### src/rtl/half_narrow_sender.sv
// half_narrow_sender: sends 32-bit words over a 16-bit bus, truncated (with overflow flag) or as low/high halfwords.
module half_narrow_sender #(
  parameter int CNT_W = 8
) (
  input  logic             Clk,
  input  logic             Reset,
  input  logic             InValid,
  output logic             InReady,
  input  logic [31:0]      InData,
  input  logic             InMode,
  output logic             OutValid,
  input  logic             OutReady,
  output logic [15:0]      OutData,
  output logic             OutLast,
  output logic             OutOvf,
  output logic [CNT_W-1:0] OvfCount
);
  typedef enum logic [1:0] {IDLE, LO, HI} state_t;
  state_t state, state_n;
  logic [15:0] hi, hi_n, data_n;
  logic last_n, ovf_n, fire, accept, trunc_ovf;
  assign OutValid = state != IDLE;
  assign fire = OutValid & OutReady;
  assign InReady = (state == IDLE) | (fire & OutLast);
  assign accept = InValid & InReady;
  // A truncated word fits only if bits 31:15 are a pure sign extension.
  assign trunc_ovf = ~(&InData[31:15]) & (|InData[31:15]);
  always_comb begin
    state_n = accept ? LO : fire ? (OutLast ? IDLE : HI) : state;
    data_n = accept ? InData[15:0] : (fire & ~OutLast) ? hi : OutData;
    last_n = accept ? ~InMode : fire ? ~OutLast : OutLast;
    ovf_n = accept ? ~InMode & trunc_ovf : fire ? 1'b0 : OutOvf;
    hi_n = (accept & InMode) ? InData[31:16] : hi;
  end
  always_ff @(posedge Clk) begin
    if (Reset) begin
      state <= IDLE;
      OutData <= '0;
      OutLast <= 1'b0;
      OutOvf <= 1'b0;
      hi <= '0;
      OvfCount <= '0;
    end else begin
      state <= state_n;
      OutData <= data_n;
      OutLast <= last_n;
      OutOvf <= ovf_n;
      hi <= hi_n;
      if (fire & OutOvf & ~(&OvfCount)) OvfCount <= OvfCount + CNT_W'(1);
    end
  end
endmodule

### config.mk
export PLATFORM = sky130hd
export DESIGN_NAME = half_narrow_sender
export DESIGN_NICKNAME = d
export VERILOG_FILES = /design/src/rtl/half_narrow_sender.sv
export SDC_FILE = /design/constraint.sdc
export NUM_CORES = 1
export LEC_CHECK = 0
export ABC_CLOCK_PERIOD_IN_PS = 1410
export CAP_MARGIN = 0
export CORE_MARGIN = 4
export CORE_UTILIZATION = 41
export DETAILED_ROUTE_END_ITERATION = 10
export PLACE_DENSITY_LB_ADDON = 0.08
export SLEW_MARGIN = 10
export SYNTH_ARGS = -nofsm -noshare
export SYNTH_HDL_FRONTEND = slang
export SYNTH_SLANG_ARGS = --single-unit
### constraint.sdc
create_clock -name Clk -period 1.41 [get_ports Clk]
set_input_delay 0.3525 -clock Clk [delete_from_list [all_inputs] [get_ports Clk]]
set_output_delay 0.3525 -clock Clk [all_outputs]
set_load 0.005 [all_outputs]
== Yosys cells after proc, flatten, opt, wreduce, memory -nomap -nowiden ==
Index checks and enable logic that the tools add are counted.

* $add $sub $neg: 1
* Mux-type cells: 9
* Bitwise operators: 14
* Reduce and logical (&&, ||, !) cells: 8

{| class="wikitable"
|+ Operators with widths
! operator !! count
|-
| $mux 16 || 2
|-
| $reduce_and 17->1 || 1
|-
| $reduce_or 17->1 || 1
|-
| $and 1x1->1 || 9
|-
| $add 8x1->8 const B || 1
|-
| $reduce_and 8->1 || 1
|-
| $mux 1 || 6
|-
| $reduce_bool 2->1 || 3
|-
| $not 1->1 || 4
|-
| $logic_not 2->1 || 1
|-
| $mux 2 || 1
|-
| $reduce_or 2->1 || 1
|-
| $or 1x1->1 || 1
|}

* Register bits after elaboration: 44
* Bits of input ports: 37
* Output and inout port bits: 28
* Word-level logic and storage cells: 39

== Logic depth before layout (Yosys ltp) ==
* Depth in word-level cells: 6
* Depth in mapped cells: 6
* Gate-level depth less buffers: 5

== Worst setup path after synthesis ==
OpenSTA, ideal clock, no wires.

* Kind: reg2reg
* From: reg OvfCount[0]
* To: reg OvfCount[1]
* Library setup time: 0.128 ns
* Data arrival time: 1.329 ns
* Data required time: 1.282 ns
* Setup slack: -0.046 ns
* Stages on the path, launching flop included: 6
* Buffers on the path: 0
* Clock period less this slack: 1.456 ns
* Path through: dfxtp_1 ha_1 nand4_1 o21ai_0 mux2i_1 nor2_1

* Longest elaborated chain between the ends: 3
* Elaborated cells between the ends (all ways): 4
* Those cells by class: add/sub: 1; bitwise: 2; reduce/logical: 1

{| class="wikitable"
|+ RTL lines
! item !! line !! source
|-
| start: declaration || 16 || <nowiki>output logic [CNT_W-1:0] OvfCount</nowiki>
|-
| start signal: assignment || 49 || <nowiki>if (fire & OutOvf & ~(&OvfCount)) OvfCount <= OvfCount + CNT_W'(1);</nowiki>
|-
| parallel branches: the longest is 3 deep, another holds $add 8x1->8 || -- ||
|}

Parallel ways; which one is timed is not known.
A chain may end at the register's enable or synchronous reset.

== Final worst setup path ==
* From: reg state[1]
* To: reg OvfCount[7]

* Longest elaborated chain between the ends: 4

{| class="wikitable"
|+ RTL lines
! item !! line !! source
|-
| start: declaration || 19 || <nowiki>state_t state, state_n;</nowiki>
|-
| start signal: assignment || 44 || <nowiki>state <= state_n;</nowiki>
|-
| $reduce_bool 2->1 || 22 || <nowiki>assign OutValid = state != IDLE;</nowiki>
|-
| $and 1x1->1 || 23 || <nowiki>assign fire = OutValid & OutReady;</nowiki>
|-
| $and 1x1->1 (2 in series) || 49 ||
|}

Every way passes these cells.

==> results.py <==
metrics = {
    "status": {
        "status": "finished, violations left",
        "violations": "negative setup slack",
    },
    "grt": {
        "grt_pass1_wl_mm": 9.69,
        "grtUsageTotal_pct": 19.8,
        "antenna_found_initial": 0,
        "overflow": 0,
        "grt_max_degree": 23,
        "grt_pass1_vias": 1974,
    },
    "synthesis": {
        "synth_edf_count": 0,
        "netlist.area_leader.share_pct": 43.3,
        "synth-seq-cells": 44,
        "syn_nets": 257,
        "ys_seq_area_share_pct": 43.3,
        "synth_cell_types": 42,
        "synth_area_per_cell_um2": 9.29,
        "async_flop_share_pct": 0,
        "synth_top_flop_cell": "dfxtp_1",
        "yosys_warnings": 0,
        "netlist.top_cell.by_area": "dfxtp_1",
        "netlist_area_mm2": 0.00203,
        "synth_cells": 219,
        "ys_top_cells_by_area": "dfxtp_1 (43%), mux2i_1 (8.4%), nor2_1 (8.1%)",
    },
    "layout": {
        "area_growth_pct": 71.6,
        "post-route-cell-area_mm2": 0.00349,
        "diodes": 0,
        "drive_gt1_share_pct": 36.8,
        "stdcell_count": 401,
        "final_core_util_pct": 73.4,
        "nets": 371,
    },
    "die": {
        "die_w_um": 78.4,
        "initial_core_util_pct": 42.8,
        "boundaryPins": 65,
        "fp.dieH_um": 78.4,
        "core-area_mm2": 0.00475,
        "fp-row-count": 25,
        "dieArea_mm2": 0.00615,
    },
    "flow_run": {
        "max_cap_viol_count": 0,
    },
    "sta": {
        "setup_viol": 4,
        "rsz0062_at_grt": "true",
        "min_period_over_period_pct": 103,
        "max_freq_mhz": 687,
        "final-hold-violation-count": 0,
        "final.setup_skew_ns": 0.00964,
        "slew-limit-headroom_pct": 78.5,
        "fin_crit_ns": 1.46,
        "worst_pin_slew_ns": 0.320,
        "totalNegativeSetupSlack_ns": -0.0848,
        "worst_slack_ns": -0.0461,
        "holdWs_ns": 0.405,
        "slew_viol_final": 0,
    },
    "detailed_routing": {
        "drtPass1Iterations": 4,
        "wl_per_cell_um": 15.6,
        "drt-vias-per-instance": 5.08,
        "drc": 0,
        "ant_nets": 0,
        "initialDrtViolationCount": 107,
        "vias": 2036,
        "wl_mm": 6.25,
    },
    "min_path": {
        "min-delay-path-class": "in -> reg",
        "hold_start": "InData[29]",
        "min_path_cells": 3,
        "min_to": "hi[13]",
    },
    "critical_path": {
        "critical_path_class": "reg -> reg",
        "cp-start-kind": "flip-flop",
        "r2r_end": "OvfCount[7]",
        "timing.rr.start": "state[1]",
        "end_kind": "flip-flop",
        "r2r_setup_slack_ns": -0.05,
        "crit_arrival_ns": 1.65,
        "rr_worst_depth": 7,
        "cp_max_fo": 4,
        "critPathRequiredTime_ns": 1.61,
    },
    "pwr": {
        "seqPwrFrac_pct": 42.8,
        "internal-power_w": 0.00234,
        "p_leak_nw": 1.57,
        "switching_share_pct": 27.9,
        "power_frac_comb_pct": 26.3,
        "peakVddDrop_mv": 0.631,
        "p_per_area_mw_per_mm2": 930,
        "pwr-share-clk_pct": 30.9,
        "p_switching_w": 0.000905,
    },
    "clock_network": {
        "clockRootBuffer": "clkbuf_8",
        "clock_latency_ns": 0.31,
        "path_clk_slew_ns": 0.09,
        "clock_sinks": 44,
        "cts_tree": "done",
        "numCtsBuffers": 5,
        "cts.path.max_buffers": 2,
        "ctsHtreeMaxLevel": 2,
    },
    "placed_design": {
        "dp_hpwl_mm": 4.17,
        "io_buffers": 64,
        "place_inst": 376,
        "post_dp_cell_area_mm2": 0.00300,
        "gp_congestion": 0.758,
    },
}
## worst max-delay path: stages, from the launching register on
cell and delay (ns):
dfxtp_2 0.37, buf_6 0.12, buf_6 0.10, o211ai_1 0.07, buf_4 0.16, nor4b_4 0.23
a21oi_1 0.10, a31o_2 0.21
## cell usage in the layout (no fill, tap or decap), types with 3 or more instances in the layout
master           netlist  final
mux2i_1               17     17
buf_6                  4      9
nand3_1               19     18
buf_12                 1      5
clkbuf_8               0      5
a311oi_2               2     14
nor2_2                 0      5
o211ai_1               3      3
xor2_1                 4      4
buf_4                  3     39
dfxtp_4                0      3
clkbuf_16              0      3
dfxtp_2                0     19
dfxtp_1               44     22
dlygate4sd2_1          0     37
nand4_1                5      5
nand2_1               18     18
clkdlybuf4s50_1        0     21
nor2_1                44     37
## power groups by stage
stage               clock network, W  logic, W  registers [W]
finish                       0.00100  0.000854        0.00139
global route                 0.00107  0.000915        0.00140
CTS                          0.00102  0.000727        0.00138
detailed placement                 0  0.000718        0.00141
global placement                   0  0.000713        0.00141
floorplan                          0  0.000320        0.00141
## per-layer routing
layer,vias to the layer above,track usage [%],part of all wire [%]
li1,1029,-,-
met3,5,4.24,4.4
met4,0,5.24,1.0
met5,-,0,0
met1,955,26.1,45
met2,47,32.6,49
## how the worst max path moves through the flow
stage / start / endpoint / slack [ns] / depth (start not counted)
after floorplan: OvfCount[0] / OvfCount[7] / 0.03 / 5
after global routing: state[1] / OvfCount[7] / -0.11 / 7
final: state[1] / OvfCount[7] / -0.05 / 7
after CTS: state[1] / OvfCount[7] / -0.03 / 7
after global placement: OutReady / OvfCount[7] / -0.44 / 6
after detailed placement: OutReady / OvfCount[7] / -0.46 / 6
## state kept, by name, indices dropped and copies added (netlist names)
register  flops
OutLast       1
OvfCount      8
OutOvf        1
hi           16
state         2
OutData      16
## cell type report
type                    instances  area [um^2]
clock inverters                 3         46.3
multi-input cells             160         1210
fillers                       374         1260
flip-flops and latches         44          916
inverters                       2         7.51
clock buffers                   5         68.8
well taps                      67         83.8
repair buffers                120         1160
## what timing repair did
action | 4_1_cts | 5_1_grt
resized for setup | 88 | 29
buffers inserted | 11 | 1
endpoints found under the setup margin | 52 | 42
gates cloned | 1 | 4
pin swaps | 8 | 19
hold buffers | 0 | 0
## Yosys cell counts, drive strengths merged, types with 2 or more instances
| cell type | number |
|---|---|
| nand2b | 2 |
| clkbuf | 5 |
| mux2i | 17 |
| nand4 | 5 |
| nand3 | 20 |
| a31oi | 2 |
| nor2 | 44 |
| a311oi | 16 |
| dfxtp | 44 |
| a21oi | 2 |
| xor2 | 4 |
| nor3 | 2 |
| inv | 2 |
| o211ai | 3 |
| nand2 | 19 |
| buf | 9 |
| o21ai | 2 |
| nor4 | 3 |
## cells by family after synthesis
kind of cell / count (synthesis) / share of synthesized area (%)
buf+inv: 16 / 5.84
fa+ha+maj: 1 / 0.615
mux: 17 / 8.36
simple gates: 102 / 24.5
compound gates: 34 / 15.2
xor+xnor: 5 / 2.15
flops: 44 / 43.3
## through the flow
stage	power [W]	setup WS, ns
3_5_place_dp	0.00213	-0.464
2_1_floorplan	0.00173	0.0297
6_report	0.00325	-0.0461
3_3_place_gp	0.00212	-0.445
4_1_cts	0.00313	-0.0301
5_1_grt	0.00339	-0.113
Note: power is estimated with default switching activity, not from simulation.
